[src/rtl/game_pkg.sv]
// Shared game types and scroll-stage constants.
// Latency: n/a (types and constants only).
// Backpressure: n/a.
package game_pkg;

    typedef enum logic [1:0] {
        GS_MENU = 2'd0,
        GS_PLAY = 2'd1,
        GS_OVER = 2'd2
    } game_state_t;

    typedef enum logic [1:0] {
        IDLE = 2'd0,
        EVAL = 2'd1,
        EMIT = 2'd2
    } scroll_state_t;

    localparam int SCREEN_H      = 480;
    localparam int Y_W           = 10;
    localparam int SCROLL_LINE   = 200;
    localparam int MAX_STEP      = 8;
    localparam int SPAWN_SPACING = 60;
    localparam int HEIGHT_W      = 20;
    localparam int PEND_W        = 3;
    localparam int ACC_W         = 7;

    // Scroll step for one frame: the overshoot, limited to the per-frame cap.
    function automatic logic [Y_W-1:0] clamp_step(input logic [Y_W-1:0] need,
                                                  input logic [Y_W-1:0] cap);
        return (need < cap) ? need : cap;
    endfunction

endpackage

[src/rtl/scroll_controller_if.sv]
// Scroll controller bus: doodle/game inputs in, scroll pulse, height and spawn handshake out.
// Latency: n/a (wires only).
// Backpressure: spawn_req/spawn_ack is a level-request / one-cycle-accept handshake.
// Ports: master = game-side driver, slave = scroll_controller.
interface scroll_controller_if;
    import game_pkg::*;

    logic                frame_tick;
    game_state_t         game_state;
    logic [Y_W-1:0]      doodle_y;
    logic                doodle_fall_direction;
    logic                scroll_valid;
    logic [Y_W-1:0]      scroll_delta;
    logic [HEIGHT_W-1:0] height;
    logic                spawn_req;
    logic                spawn_ack;

    modport master (
        output frame_tick, game_state, doodle_y, doodle_fall_direction, spawn_ack,
        input  scroll_valid, scroll_delta, height, spawn_req
    );

    modport slave (
        input  frame_tick, game_state, doodle_y, doodle_fall_direction, spawn_ack,
        output scroll_valid, scroll_delta, height, spawn_req
    );

endinterface

[src/rtl/spawn_credit_counter.sv]
// Spawn bookkeeping: accumulates scrolled pixels and counts pending spawn credits.
// Latency: add/ack visible on spawn_req_o the cycle after they are sampled.
// Backpressure: credits saturate at all-ones; extra credits are dropped, acks at zero ignored.
// Ports: clk, rst, add_i/step_i (scroll amount), ack_i, clear_i (wins), freeze_i, spawn_req_o.
module spawn_credit_counter #(
    parameter int ACC_W   = 7,
    parameter int CNT_W   = 3,
    parameter int STEP_W  = 4,
    parameter int SPACING = 60
) (
    input  logic              clk,
    input  logic              rst,
    input  logic              add_i,
    input  logic [STEP_W-1:0] step_i,
    input  logic              ack_i,
    input  logic              clear_i,
    input  logic              freeze_i,
    output logic              spawn_req_o
);
    localparam logic [ACC_W:0] SPC = (ACC_W+1)'(SPACING);

    logic [ACC_W-1:0] acc_q, acc_d;
    logic [CNT_W-1:0] pend_q, pend_d;
    logic             req_q;
    logic [ACC_W:0]   sum;
    logic             inc;
    logic             ack_ok;

    always_comb begin
        sum    = {1'b0, acc_q} + {{(ACC_W+1-STEP_W){1'b0}}, step_i};
        acc_d  = acc_q;
        inc    = 1'b0;
        // Step is always below the spacing, so one subtraction suffices.
        if (add_i && !freeze_i) begin
            if (sum >= SPC) begin
                acc_d = ACC_W'(sum - SPC);
                inc   = 1'b1;
            end else begin
                acc_d = sum[ACC_W-1:0];
            end
        end
        ack_ok = ack_i && (pend_q != '0);
        pend_d = pend_q;
        // inc together with an accepted ack cancels out, including at saturation.
        if (inc && !ack_ok && !(&pend_q)) begin
            pend_d = pend_q + 1'b1;
        end else if (!inc && ack_ok) begin
            pend_d = pend_q - 1'b1;
        end
        if (clear_i) begin
            acc_d  = '0;
            pend_d = '0;
        end
    end

    always_ff @(posedge clk or posedge rst) begin
        if (rst) begin
            acc_q  <= '0;
            pend_q <= '0;
            req_q  <= 1'b0;
        end else begin
            acc_q  <= acc_d;
            pend_q <= pend_d;
            req_q  <= (pend_d != '0);
        end
    end

    assign spawn_req_o = req_q;

endmodule

[src/rtl/scroll_controller.sv]
// Converts doodle overshoot above the scroll line into one clamped scroll pulse per frame.
// Latency: frame_tick at cycle t -> scroll_valid at t+2; height/spawn_req update at t+3.
// Backpressure: none on scroll (consumers must take the pulse); ticks during EVAL/EMIT are dropped.
// Ports: clk, rst (async, active high), bus (scroll_controller_if.slave).
module scroll_controller
    import game_pkg::*;
(
    input  logic clk,
    input  logic rst,
    scroll_controller_if.slave bus
);
    localparam logic [Y_W-1:0] LINE     = Y_W'(SCROLL_LINE);
    localparam logic [Y_W-1:0] STEP_MAX = Y_W'(MAX_STEP);
    localparam int             STEP_W   = $clog2(MAX_STEP + 1);

    scroll_state_t       state_q;
    logic [Y_W-1:0]      y_q;
    logic                fall_q;
    logic                valid_q;
    logic [Y_W-1:0]      delta_q;
    logic [HEIGHT_W-1:0] height_q;
    logic [HEIGHT_W:0]   height_sum;
    logic                play, menu, over;

    assign play       = (bus.game_state == GS_PLAY);
    assign menu       = (bus.game_state == GS_MENU);
    assign over       = (bus.game_state == GS_OVER);
    assign height_sum = {1'b0, height_q} + (HEIGHT_W+1)'(delta_q);

    // delta_q doubles as the step register: written in EVAL, consumed in EMIT,
    // and held afterwards so the output keeps its last value.
    always_ff @(posedge clk or posedge rst) begin
        if (rst) begin
            state_q  <= IDLE;
            y_q      <= '0;
            fall_q   <= 1'b0;
            valid_q  <= 1'b0;
            delta_q  <= '0;
            height_q <= '0;
        end else begin
            valid_q <= 1'b0;
            case (state_q)
                IDLE: begin
                    if (bus.frame_tick) begin
                        y_q     <= bus.doodle_y;
                        fall_q  <= bus.doodle_fall_direction;
                        state_q <= EVAL;
                    end
                end
                EVAL: begin
                    // Live game_state is used here, not the one at the tick.
                    if (play && !fall_q && (y_q < LINE)) begin
                        valid_q <= 1'b1;
                        delta_q <= clamp_step(LINE - y_q, STEP_MAX);
                        state_q <= EMIT;
                    end else begin
                        state_q <= IDLE;
                    end
                end
                EMIT:    state_q <= IDLE;
                default: state_q <= IDLE;
            endcase

            if (menu) begin
                height_q <= '0;
            end else if ((state_q == EMIT) && !over) begin
                height_q <= height_sum[HEIGHT_W] ? '1 : height_sum[HEIGHT_W-1:0];
            end
        end
    end

    spawn_credit_counter #(
        .ACC_W  (ACC_W),
        .CNT_W  (PEND_W),
        .STEP_W (STEP_W),
        .SPACING(SPAWN_SPACING)
    ) u_credit (
        .clk        (clk),
        .rst        (rst),
        .add_i      (state_q == EMIT),
        .step_i     (delta_q[STEP_W-1:0]),
        .ack_i      (bus.spawn_ack),
        .clear_i    (menu),
        .freeze_i   (over),
        .spawn_req_o(bus.spawn_req)
    );

    assign bus.scroll_valid = valid_q;
    assign bus.scroll_delta = delta_q;
    assign bus.height       = height_q;

endmodule

[src/flat_wrapper.sv]
// flat-port wrapper written by rule: the top's interface ports become plain ports
module scroll_controller_flat import game_pkg::*;
  (clk, rst, bus_frame_tick, bus_game_state, bus_doodle_y, bus_doodle_fall_direction, bus_spawn_ack, bus_scroll_valid, bus_scroll_delta, bus_height, bus_spawn_req);
  scroll_controller_if bus_i ();
  input  logic clk;
  input  logic rst;
  input wire logic [$bits(bus_i.frame_tick)-1:0] bus_frame_tick;
  input wire logic [$bits(bus_i.game_state)-1:0] bus_game_state;
  input wire logic [$bits(bus_i.doodle_y)-1:0] bus_doodle_y;
  input wire logic [$bits(bus_i.doodle_fall_direction)-1:0] bus_doodle_fall_direction;
  input wire logic [$bits(bus_i.spawn_ack)-1:0] bus_spawn_ack;
  output wire logic [$bits(bus_i.scroll_valid)-1:0] bus_scroll_valid;
  output wire logic [$bits(bus_i.scroll_delta)-1:0] bus_scroll_delta;
  output wire logic [$bits(bus_i.height)-1:0] bus_height;
  output wire logic [$bits(bus_i.spawn_req)-1:0] bus_spawn_req;
  assign bus_i.frame_tick = bus_frame_tick;
  assign bus_i.game_state = bus_game_state;
  assign bus_i.doodle_y = bus_doodle_y;
  assign bus_i.doodle_fall_direction = bus_doodle_fall_direction;
  assign bus_i.spawn_ack = bus_spawn_ack;
  assign bus_scroll_valid = bus_i.scroll_valid;
  assign bus_scroll_delta = bus_i.scroll_delta;
  assign bus_height = bus_i.height;
  assign bus_spawn_req = bus_i.spawn_req;
  scroll_controller u_core (.clk(clk), .rst(rst), .bus(bus_i));
endmodule
[config.mk]
export PLATFORM = sky130hd
export DESIGN_NAME = scroll_controller_flat
export DESIGN_NICKNAME = d
export VERILOG_FILES = /design/src/rtl/game_pkg.sv /design/src/rtl/scroll_controller_if.sv /design/src/rtl/spawn_credit_counter.sv /design/src/rtl/scroll_controller.sv /design/src/flat_wrapper.sv
export SDC_FILE = /design/constraint.sdc
export NUM_CORES = 1
export LEC_CHECK = 0
export BUFFER_PORTS_ARGS = -buffer_cell sky130_fd_sc_hd__buf_2
export CORE_ASPECT_RATIO = 0.9
export CORE_UTILIZATION = 40
export CTS_CLUSTER_SIZE = 8
export DETAILED_ROUTE_END_ITERATION = 6
export GPL_TIMING_DRIVEN = 0
export PLACE_DENSITY = 0.72
export REMOVE_ABC_BUFFERS = 1
export SYNTH_ARGS = -nofsm -noshare
export SYNTH_HDL_FRONTEND = slang
export SYNTH_HIERARCHICAL = 1
export SYNTH_SLANG_ARGS = --single-unit
[constraint.sdc]
create_clock -name clk -period 2.64 [get_ports clk]
set_clock_uncertainty 0.1 [all_clocks]
set_input_delay 0.132 -clock clk [delete_from_list [all_inputs] [get_ports clk]]
set_output_delay 0.132 -clock clk [all_outputs]
set_load 0.03 [all_outputs]
Yosys cells after proc, flatten, opt, wreduce, memory -nomap -nowiden. Index checks and enable logic that the tools add are counted.

Output and inout port bits: 32. Input bits: 17. Logic and storage cells: 60. Flip-flop bits (word level): 55.

Add/sub/neg operators: 6. Order comparisons: 3. Reduce and logical (&&, ||, !) cells: 20. Eq/ne operators: 5. Muxes and demuxes: 17.

Operator list (count): $mux W20 (3); $add A20 B10 Y21 (1); $mux W7 (3); $lt A10 B4 Y1 const B (1); $lt A10 B8 Y1 const B (1); $mux W10 (1); $sub A8 B10 Y10 const A (1); $mux W3 (3); $add A7 B4 Y8 (1); $ge A8 B6 Y1 const B (1); $logic_and A1 B1 Y1 (7); $sub A7 B6 Y7 const B (1); $reduce_bool A3 Y1 (2); $logic_not A1 Y1 (5); $eq A2 B1 Y1 const B (2); $eq A2 B2 Y1 const B (2); $logic_not A2 Y1 (2); $mux W1 (4); $mux W2 (2); $pmux W2 S2 (1); $reduce_and A2 Y1 (2); $add A3 B1 Y3 const B (1); $reduce_and A3 Y1 (1); $sub A3 B1 Y3 const B (1); 2 further kinds (2).

Depth between registers and ports, before layout. Gate-level depths: netlist of the first run.

Depth in word-level cells: 10. Depth in mapped cells: 11. Mapped depth without buffers: 10.

By module. The synthesis of the first run kept the hierarchy.

Modules (own cells, without submodules): scroll_controller (cells each 246, sequential area each 1101.1 um2, area an instance 2409.8 um2, instances 1); spawn_credit_counter (cells each 126, sequential area each 275.3 um2, area an instance 1129.8 um2, instances 1).

Worst setup path before layout of the first run. OpenSTA, ideal clock, no wires.

Path type: reg2reg. Start: reg u_core.delta_q[1] (netlist: u_core/bus.scroll_delta[1]). End: reg u_core.u_credit.req_q (netlist: u_core/u_credit/spawn_req_o). Arrival: 2867 ps. Path buffers: 1. Stages on the path, launching flop included: 12. Clock period less this slack: 3099 ps. Setup slack: -459 ps. Required time: 2407 ps. Setup time: 133 ps. Cell sequence: dfrtp_1 -> ha_1 -> a21o_1 -> a21oi_1 -> xnor2_1 -> ha_1 -> buf_2 -> maj3_4 -> a21o_4 -> a31oi_1 -> mux2i_1 -> o211ai_2.

Cells in the longest elaborated chain, start to end: 10. Elaborated cells between the ends (all ways): 12. Classes of those cells: 1 x add/sub; 1 x order compare; 5 x mux; 5 x reduce/logical.

Ends and longest elaborated chain: from (decl) (RTL line scroll_controller.sv:20) `logic [Y_W-1:0] delta_q;`; from (signal assigned) (RTL line scroll_controller.sv:54) `delta_q <= clamp_step(LINE - y_q, STEP_MAX);`; $add A7 B4 Y8 * (RTL line spawn_credit_counter.sv:30) `sum = {1'b0, acc_q} + {{(ACC_W+1-STEP_W){1'b0}}, step_i};`; $ge A8 B6 Y1 * (RTL line spawn_credit_counter.sv:35) `if (sum >= SPC) begin`; $mux W1 * (RTL line spawn_credit_counter.sv:35); $mux W1 * (RTL line spawn_credit_counter.sv:34) `if (add_i && !freeze_i) begin`; $logic_not A1 Y1 (RTL line spawn_credit_counter.sv:47) `end else if (!inc && ack_ok) begin`; $logic_and A1 B1 Y1 (RTL line spawn_credit_counter.sv:47); $mux W3 (RTL line spawn_credit_counter.sv:47); $mux W3 * (RTL line spawn_credit_counter.sv:45) `if (inc && !ack_ok && !(&pend_q)) begin`; $mux W3 * (RTL line spawn_credit_counter.sv:50) `if (clear_i) begin`; $reduce_bool A3 Y1 * (RTL line spawn_credit_counter.sv:64) `req_q <= (pend_d != '0);`; to (signal assigned) (RTL line spawn_credit_counter.sv:64); to (decl) (RTL line spawn_credit_counter.sv:24) `logic req_q;`.

Every way passes the cells marked *; elsewhere a longest branch is shown, timed or not. A chain may end at the register's enable or synchronous reset.

Worst setup path in the final report of the first run.
Start: reg u_core.u_credit.acc_q[1]. End: reg u_core.u_credit.req_q (netlist: u_core/u_credit/spawn_req_o).

Cells in the longest elaborated chain, start to end: 10. Elaborated cells between the ends (all ways): 12. Classes of those cells: 1 x add/sub; 1 x order compare; 5 x mux; 5 x reduce/logical.

Ends and longest elaborated chain: from (decl) (RTL line spawn_credit_counter.sv:22) `logic [ACC_W-1:0] acc_q, acc_d;`; from (signal assigned) (RTL line spawn_credit_counter.sv:58) `acc_q <= '0;`; from (signal assigned) (RTL line spawn_credit_counter.sv:62) `acc_q <= acc_d;`; $add A7 B4 Y8 * (RTL line spawn_credit_counter.sv:30); $ge A8 B6 Y1 * (RTL line spawn_credit_counter.sv:35); $mux W1 * (RTL line spawn_credit_counter.sv:35); $mux W1 * (RTL line spawn_credit_counter.sv:34); $logic_not A1 Y1 (RTL line spawn_credit_counter.sv:47); $logic_and A1 B1 Y1 (RTL line spawn_credit_counter.sv:47); $mux W3 (RTL line spawn_credit_counter.sv:47); $mux W3 * (RTL line spawn_credit_counter.sv:45); $mux W3 * (RTL line spawn_credit_counter.sv:50); $reduce_bool A3 Y1 * (RTL line spawn_credit_counter.sv:64).

Marks and branches as above.

==> results of run 1 <==
[metal layers]
layer | track usage, % | vias up | wire (um)
met5 | 0 | - | 0
met2 | 32.9 | 81 | 4540
met3 | 2.69 | 13 | 361
met4 | 5.31 | 0 | 118
li1 | - | 1503 | -
met1 | 26.7 | 1529 | 4050
[power groups by stage]
stage          combinational (mW)  clock [mW]  sequential (mW)
2_1_floorplan               0.270           0            0.974
3_3_place_gp                0.355           0            0.962
3_5_place_dp                0.379           0            0.966
4_1_cts                     0.419       0.496            0.950
5_1_grt                     0.475       0.530            0.961
6_report                    0.433       0.473            0.952
[Yosys cell counts (3+ instances only)]
| master | instances | area, um2 |
|---|---|---|
| nor2b_1 | 10 | 62.6 |
| nand3_1 | 16 | 80.1 |
| nand4b_1 | 3 | 26.3 |
| a21boi_0 | 3 | 22.5 |
| xnor2_1 | 9 | 78.8 |
| a211oi_1 | 9 | 67.6 |
| or2_2 | 3 | 18.8 |
| inv_1 | 17 | 63.8 |
| mux2i_1 | 3 | 30.0 |
| o21ai_0 | 19 | 95.1 |
| nor2_1 | 19 | 71.3 |
| a31oi_1 | 5 | 31.3 |
| nand2_1 | 37 | 139 |
| dfrtp_1 | 55 | 1380 |
| and2_1 | 7 | 43.8 |
| a21oi_1 | 33 | 165 |
| mux2_2 | 9 | 101 |
| clkbuf_1 | 9 | 33.8 |
| ha_1 | 20 | 250 |
| nor3_1 | 11 | 55.1 |
| nor3b_1 | 5 | 37.5 |
| a21o_1 | 5 | 37.5 |
| and3_1 | 3 | 18.8 |
[flip-flops by register name, summed over array words and instances, names as in the netlist]
name and cells:
u_core/bus.scroll_delta 10, u_core/u_credit/pend_q 3, u_core/y_q 10, u_core/bus.height 20
u_core/u_credit/acc_q 7, u_core/bus.scroll_valid 1, u_core/fall_q 1, u_core/u_credit/spawn_req_o 1
u_core/state_q 2
[final timing paths]
kind                                     startpoint                          end  slack, ps
max                        u_core/u_credit/acc_q[1]  u_core/u_credit/spawn_req_o       -130
min                                  bus_frame_tick            u_core/state_q[0]        130
max reg2reg                u_core/u_credit/acc_q[1]  u_core/u_credit/spawn_req_o       -130
min reg2reg                           u_core/y_q[9]                u_core/y_q[9]        420
max in group asynchronous                       rst    u_core/u_credit/pend_q[2]       1770
min in group asynchronous                       rst        u_core/bus.height[19]        160
[worst max-delay path: stages (launching register included)]
cell      delay (ps)
dfrtp_1          440
ha_4             250
a21o_1           200
a21oi_2          200
xnor2_2          100
ha_2             200
maj3_4           340
a21o_4           240
a31oi_4          180
mux2i_2          290
o211ai_2         110
[repair_timing]
item	4_1_cts	5_1_grt
setup buffers	19	6
endpoints found under the hold margin	66	0
hold buffers	12	0
gates resized for setup	24	13
setup endpoints to repair	29	18
pin swaps	14	10
[kinds of logic (layout without fill, tap and decap cells)]
| kind of cell | after synthesis | in the layout | synth area share (%) |
|---|---|---|---|
| adder cells (fa/ha/maj) | 23 | 23 | 8.59 |
| multiplexers | 14 | 14 | 4.45 |
| buffers and inverters | 33 | 113 | 4.14 |
| AND/OR/NAND/NOR | 137 | 137 | 21.7 |
| AO/OA/AOI/OAI | 99 | 99 | 19.5 |
| XOR/XNOR | 11 | 11 | 2.72 |
| flip-flops | 55 | 55 | 38.9 |
[area by class of cell]
class	instances	share of cell area, %
Sequential cell	55	31.0
Inverter	19	1.61
Clock inverter	3	0.564
Tap cell	119	3.35
Multi-Input combinational cell	284	48.9
Clock buffer	5	1.55
Timing Repair Buffer	86	13.0
[through the flow]
stage          cells  utilization (%)
2_1_floorplan    358                -
3_3_place_gp     525             45.0
3_5_place_dp     526             45.3
4_1_cts          565             50.6
5_1_grt          571             51.8
6_report         571             51.8
==> impl_results.md, run 1 <==
- Outcome: finished with violations
- Failing checks: negative setup slack
- CORE AREA: ~8600 um2
- Ys async rst share: 100%
- Logic pwr share: 23.3%
- Fin. Hold Viols: 0
- DRT Wirelength: 9080 um
- NumNets Final: 490
- Worst-Skew Late Latency: around 300 ps
- Max Transition Viols Final: 0
- Synth unique cells: 70
- Antenna Cells: 0
- Drt initial violations: 200
- CP required: around 2700 ps
- Yosys reg bits: 55
- VDD IR-drop max: between 0.2 and 0.3 mV
- Min-Delay Path Depth: 2
- Synth warn: 6
- Sequential fraction of the synthesis area: slightly below 40%
- # setup viols final: 6
- # port buffers: 48
- Most common cell after layout, fill and taps aside: dfrtp_1
- Register Area: approximately 1400 um2
- TNS Setup: -336 ps
- CP max FO: 5
- Final min period: 2770 ps
- Tot GR Track Use: a little under 20%
- Mean post-synth cell area: roughly 9.5 um2
- Synth Flop Type: dfrtp_1
- First-pass GRT wire length: ~15000 um
- Total CTS buffers: 5
- Grt ovf: 0
- Most frequent cells in the layout: dfrtp_1, buf_2, nand2_1, a21oi_1, buf_4
- Seq pwr share: 51.2%
- # fillers: about 800
- Switching Fraction: between 30% and 40%
- HP Class: in2reg
- PwrDens: 418 nW/um2
- CTS tree: done
- Post-route DRC: 0
- Critical path arrival: between 2000 and 3000 ps
- Cell Area, Placed: 3880 um2
- Vias in the first global route: between 3000 and 4000
- Least-Margin Pin Slew: 887 ps
- Final ANT Viol Nets: 0
- HPWL after DPL: 5960 um
- IO Count: between 40 and 50
- Drt wl/cell: around 16 um
- Int Power: around 1.3 mW
- Final worst slack: -132 ps
- Area grow syn2layout: 25.5%
- Die height: between 90 and 100 um
- Leakage: roughly 2.1 nW
- DP Worst Slack: -580 ps
- Clk sinks: 55
- Total of max-cap violations: 0
- Initial antenna violation count: 0
- Slew margin rel.: slightly above 40%
- Final worst-path cycle share: 105%
- Number of synthesized flops with an enable pin: 0
- Pwr Total: approximately 1.9 mW
- Clk pwr share: 25.5%
- 1st-pass router iterations: 4
- Die width: ~100 um
- Maximum clock frequency: 361 MHz
- CTS root buf: clkbuf_8
- Mapped Cells: 372
- Hold WS: between 100 and 150 ps
- Starting Density: between 40% and 50%
- Switching power total: approximately 560 uW
- Reg2Reg Depth: 10
- Unrepaired setup endpoints after global routing: yes
- Share of post-route cells with drive strength above 1: around a third
- Std cell rows: 32
- Largest net degree at the start of global routing: 42
- Synthesized area: 3540 um2
- Routed via count: around 3100
- Die ar.: around 9200 um2
- Worst setup EP type: register
- CTS clk-pin slew, worst paths: between 100 and 150 ps
- CP startpoint kind: register
- CTS max path bufs: 2
- WS Path Type: reg2reg
- Via density per instance: between 5 and 6
- Routability Congestion: roughly 0.87
- Area taken by multi-input logic gates: between 2000 and 2500 um2
- Htree depth: 2
- Fin area: around 4400 um2
Power figures use the tool's default switching activity.
==> inputs of run 2 (changes only) <==
- CELL_PAD_IN_SITES_DETAIL_PLACEMENT: not set -> 0
- CELL_PAD_IN_SITES_GLOBAL_PLACEMENT: not set -> 1
- PLACE_DENSITY: 0.72 -> 0.87
==> run 2 against run 1 <==
  * Critical endpoint unchanged
  * Setup slack got worse by 28 ps
  * First-iteration DRC count decreased by 37%
  * Die area unchanged
  * Register-to-register slack got worse by 30 ps
  * Sequential power about the same
  * Maximum frequency decreased by 1.0%
  * The run still ends with negative setup slack left
  * Final cell count decreased by 0.88%
  * Clock power increased by 24%
==> impl_results.md, run 2 (same netlist as run 1, synthesis figures left out) <==
- # port buffers: between 40 and 50
- Total of max-cap violations: 0
- Outcome: finished with violations
- WS Path Type: reg2reg
- CORE AREA: 8570 um2
- Switching Fraction: about 29%
- Via density per instance: around 5.5
- Antenna Cells: 0
- HP Class: in2reg
- Clk pwr share: 29.7%
- Met2 Usage GRT: around 34%
- Dpl cells: 526
- Vias in the first global route: between 3000 and 4000
- Post-route DRC: 0
- Least-Margin Pin Slew: approximately 960 ps
- VDD IR-drop max: ~0.21 mV
- Htree depth: 2
- CP startpoint kind: register
- Met3 usage: slightly above 3%
- Tot GR Track Use: about a fifth
- CTS root buf: clkbuf_8
- Maximum clock frequency: approximately 360 MHz
- Initial antenna violation count: 0
- Slew margin rel.: between 30% and 40%
- Largest register FFs: 20
- Drt initial violations: between 100 and 150
- Total CTS buffers: 5
- Cells along the critical path: ha_4 -> a21o_1 -> a21oi_4 -> xnor2_2 -> ha_2 -> maj3_4 -> a21o_4 -> a31oi_4 -> mux2i_2 -> o211ai_2
- Worst path slowest cell: dfrtp_2
- Area grow syn2layout: 26.3%
- 1st-pass router iterations: 4
- Failing checks: negative setup slack
- CTS clk-pin slew, worst paths: ~100 ps
- Leakage: 2.08 nW
- IO Count: 49
- Share of post-route cells with drive strength above 1: a little under a third
- # fillers: around 810
- HPWL after DPL: 5980 um
- Fin. Hold Viols: 0
- # setup viols final: 5
- Final min period: 2800 ps
- Seq pwr share: 48.2%
- CP bufs+invs: 0
- Die ar.: 9230 um2
- Std cell rows: 32
- First-pass GRT wire length: 14600 um
- Most frequent cells in the layout: dfrtp_1, buf_2, nand2_1, a21oi_1, nor2_1
- Fin cells: 566
- Logic pwr share: around 22%
- CTS tree: done
- Final ANT Viol Nets: 0
- Routability Congestion: around 0.83
- Fin area: approximately 4500 um2
- Starting Density: between 40 and 50%
- Unrepaired setup endpoints after global routing: yes
- Busiest grt layer: met2
- Grt ovf: 0
- Die width: between 100 and 150 um
- Cell Area, Placed: 3880 um2
- M1 GR Usage: about a quarter
- Worst setup EP type: register
- NumNets Final: 485
- Cell family with most CP delay: compound AO/OA/AOI/OAI gates
- Hold WS: 152 ps
- Switching power total: 566 uW
- Worst-Skew Late Latency: just over 300 ps
- PwrDens: about 440 nW/um2
- DP Worst Slack: -576 ps
- CP required: ~2700 ps
- CP max FO: 3
- DRT Wirelength: 8770 um
- Max Transition Viols Final: 0
- Final worst slack: -160 ps
- Final worst-path cycle share: 106%
- Die height: slightly above 90 um
- Routed via count: 3120
- Int Power: between 1 and 1.5 mW
- Drt wl/cell: around 15 um
- Largest net degree at the start of global routing: 26
- Most common cell after layout, fill and taps aside: dfrtp_1
- Critical path arrival: 2880 ps
- Clk sinks: between 50 and 60
- CTS max path bufs: 2
- Slowest stage delay, CP: about 460 ps
-- run 2: cell count changes in the layout (fill, tap and decap cells not counted), moves of 2 or more --
cell / previous run / this run
o21ai_1: 0 / 2
clkinv_4: 2 / 0
buf_4: 23 / 17
a211oi_1: 8 / 6
nor3b_2: 1 / 3
o21ai_0: 18 / 16
a211oi_2: 2 / 4
-- run 2: through the flow --
step | setup TNS, ps | power, mW | util (%)
after global routing | -905 | 2.08 | 52.2
final | -398 | 1.98 | 52.2
after global placement | -4430 | 1.32 | 45.0
after floorplan | -1930 | 1.24 | -
after CTS | -267 | 1.98 | 50.7
after detailed placement | -5510 | 1.34 | 45.3
-- run 2: worst reg2reg max path: cells and delay by family (launching register included) --
family,cells,cell delay [ps]
XOR/XNOR,1,90
AO/OA/AOI/OAI,5,920
multiplexers,1,300
flip-flops,1,460
adder cells (fa/ha/maj),3,800
-- run 2: worst paths after layout --
| path | from | to | slack [ps] | depth (start not counted) |
|---|---|---|---|---|
| worst max register to register | u_core/bus.scroll_delta[1] | u_core/u_credit/spawn_req_o | -160 | 10 |
| worst max-delay path | u_core/bus.scroll_delta[1] | u_core/u_credit/spawn_req_o | -160 | 10 |
| min in group asynchronous | rst | u_core/u_credit/pend_q[1] | 280 | 3 |
| max in group asynchronous | rst | u_core/bus.scroll_delta[1] | 1660 | 4 |
| worst min-delay path | bus_frame_tick | u_core/state_q[0] | 150 | 2 |
| worst min register to register | u_core/bus.scroll_delta[8] | u_core/bus.scroll_delta[8] | 420 | 1 |
-- run 2: power groups by stage --
| stage | Combinational (mW) | Clock (mW) | Sequential (mW) |
|---|---|---|---|
| finish | 0.437 | 0.588 | 0.955 |
| global route | 0.481 | 0.632 | 0.963 |
| CTS | 0.415 | 0.611 | 0.949 |
| detailed placement | 0.375 | 0 | 0.966 |
| global placement | 0.355 | 0 | 0.962 |
| floorplan | 0.270 | 0 | 0.974 |
-- run 2: area by class of cell --
| type | count | area (um2) | share of cell area [%] |
|---|---|---|---|
| well taps | 119 | 149 | 3.33 |
| inverters | 19 | 71.3 | 1.60 |
| flip-flops and latches | 55 | 1380 | 30.8 |
| multi-input cells | 284 | 2200 | 49.3 |
| repair buffers | 81 | 551 | 12.3 |
| clock inverters | 2 | 35.0 | 0.784 |
| clock buffers | 6 | 82.6 | 1.85 |
-- run 2: what timing repair did --
item / 4_1_cts / 5_1_grt
endpoints found under the hold margin: 41 / 0
pin swaps: 12 / 12
gates resized for setup: 19 / 23
setup endpoints to repair: 29 / 29
hold buffers: 12 / 0
buffers inserted: 17 / 3
-- run 2: layer usage --
layer,routed length [um],vias up
met2,4350,78
met5,0,-
li1,-,1493
met3,341,8
met4,61,0
met1,4020,1541
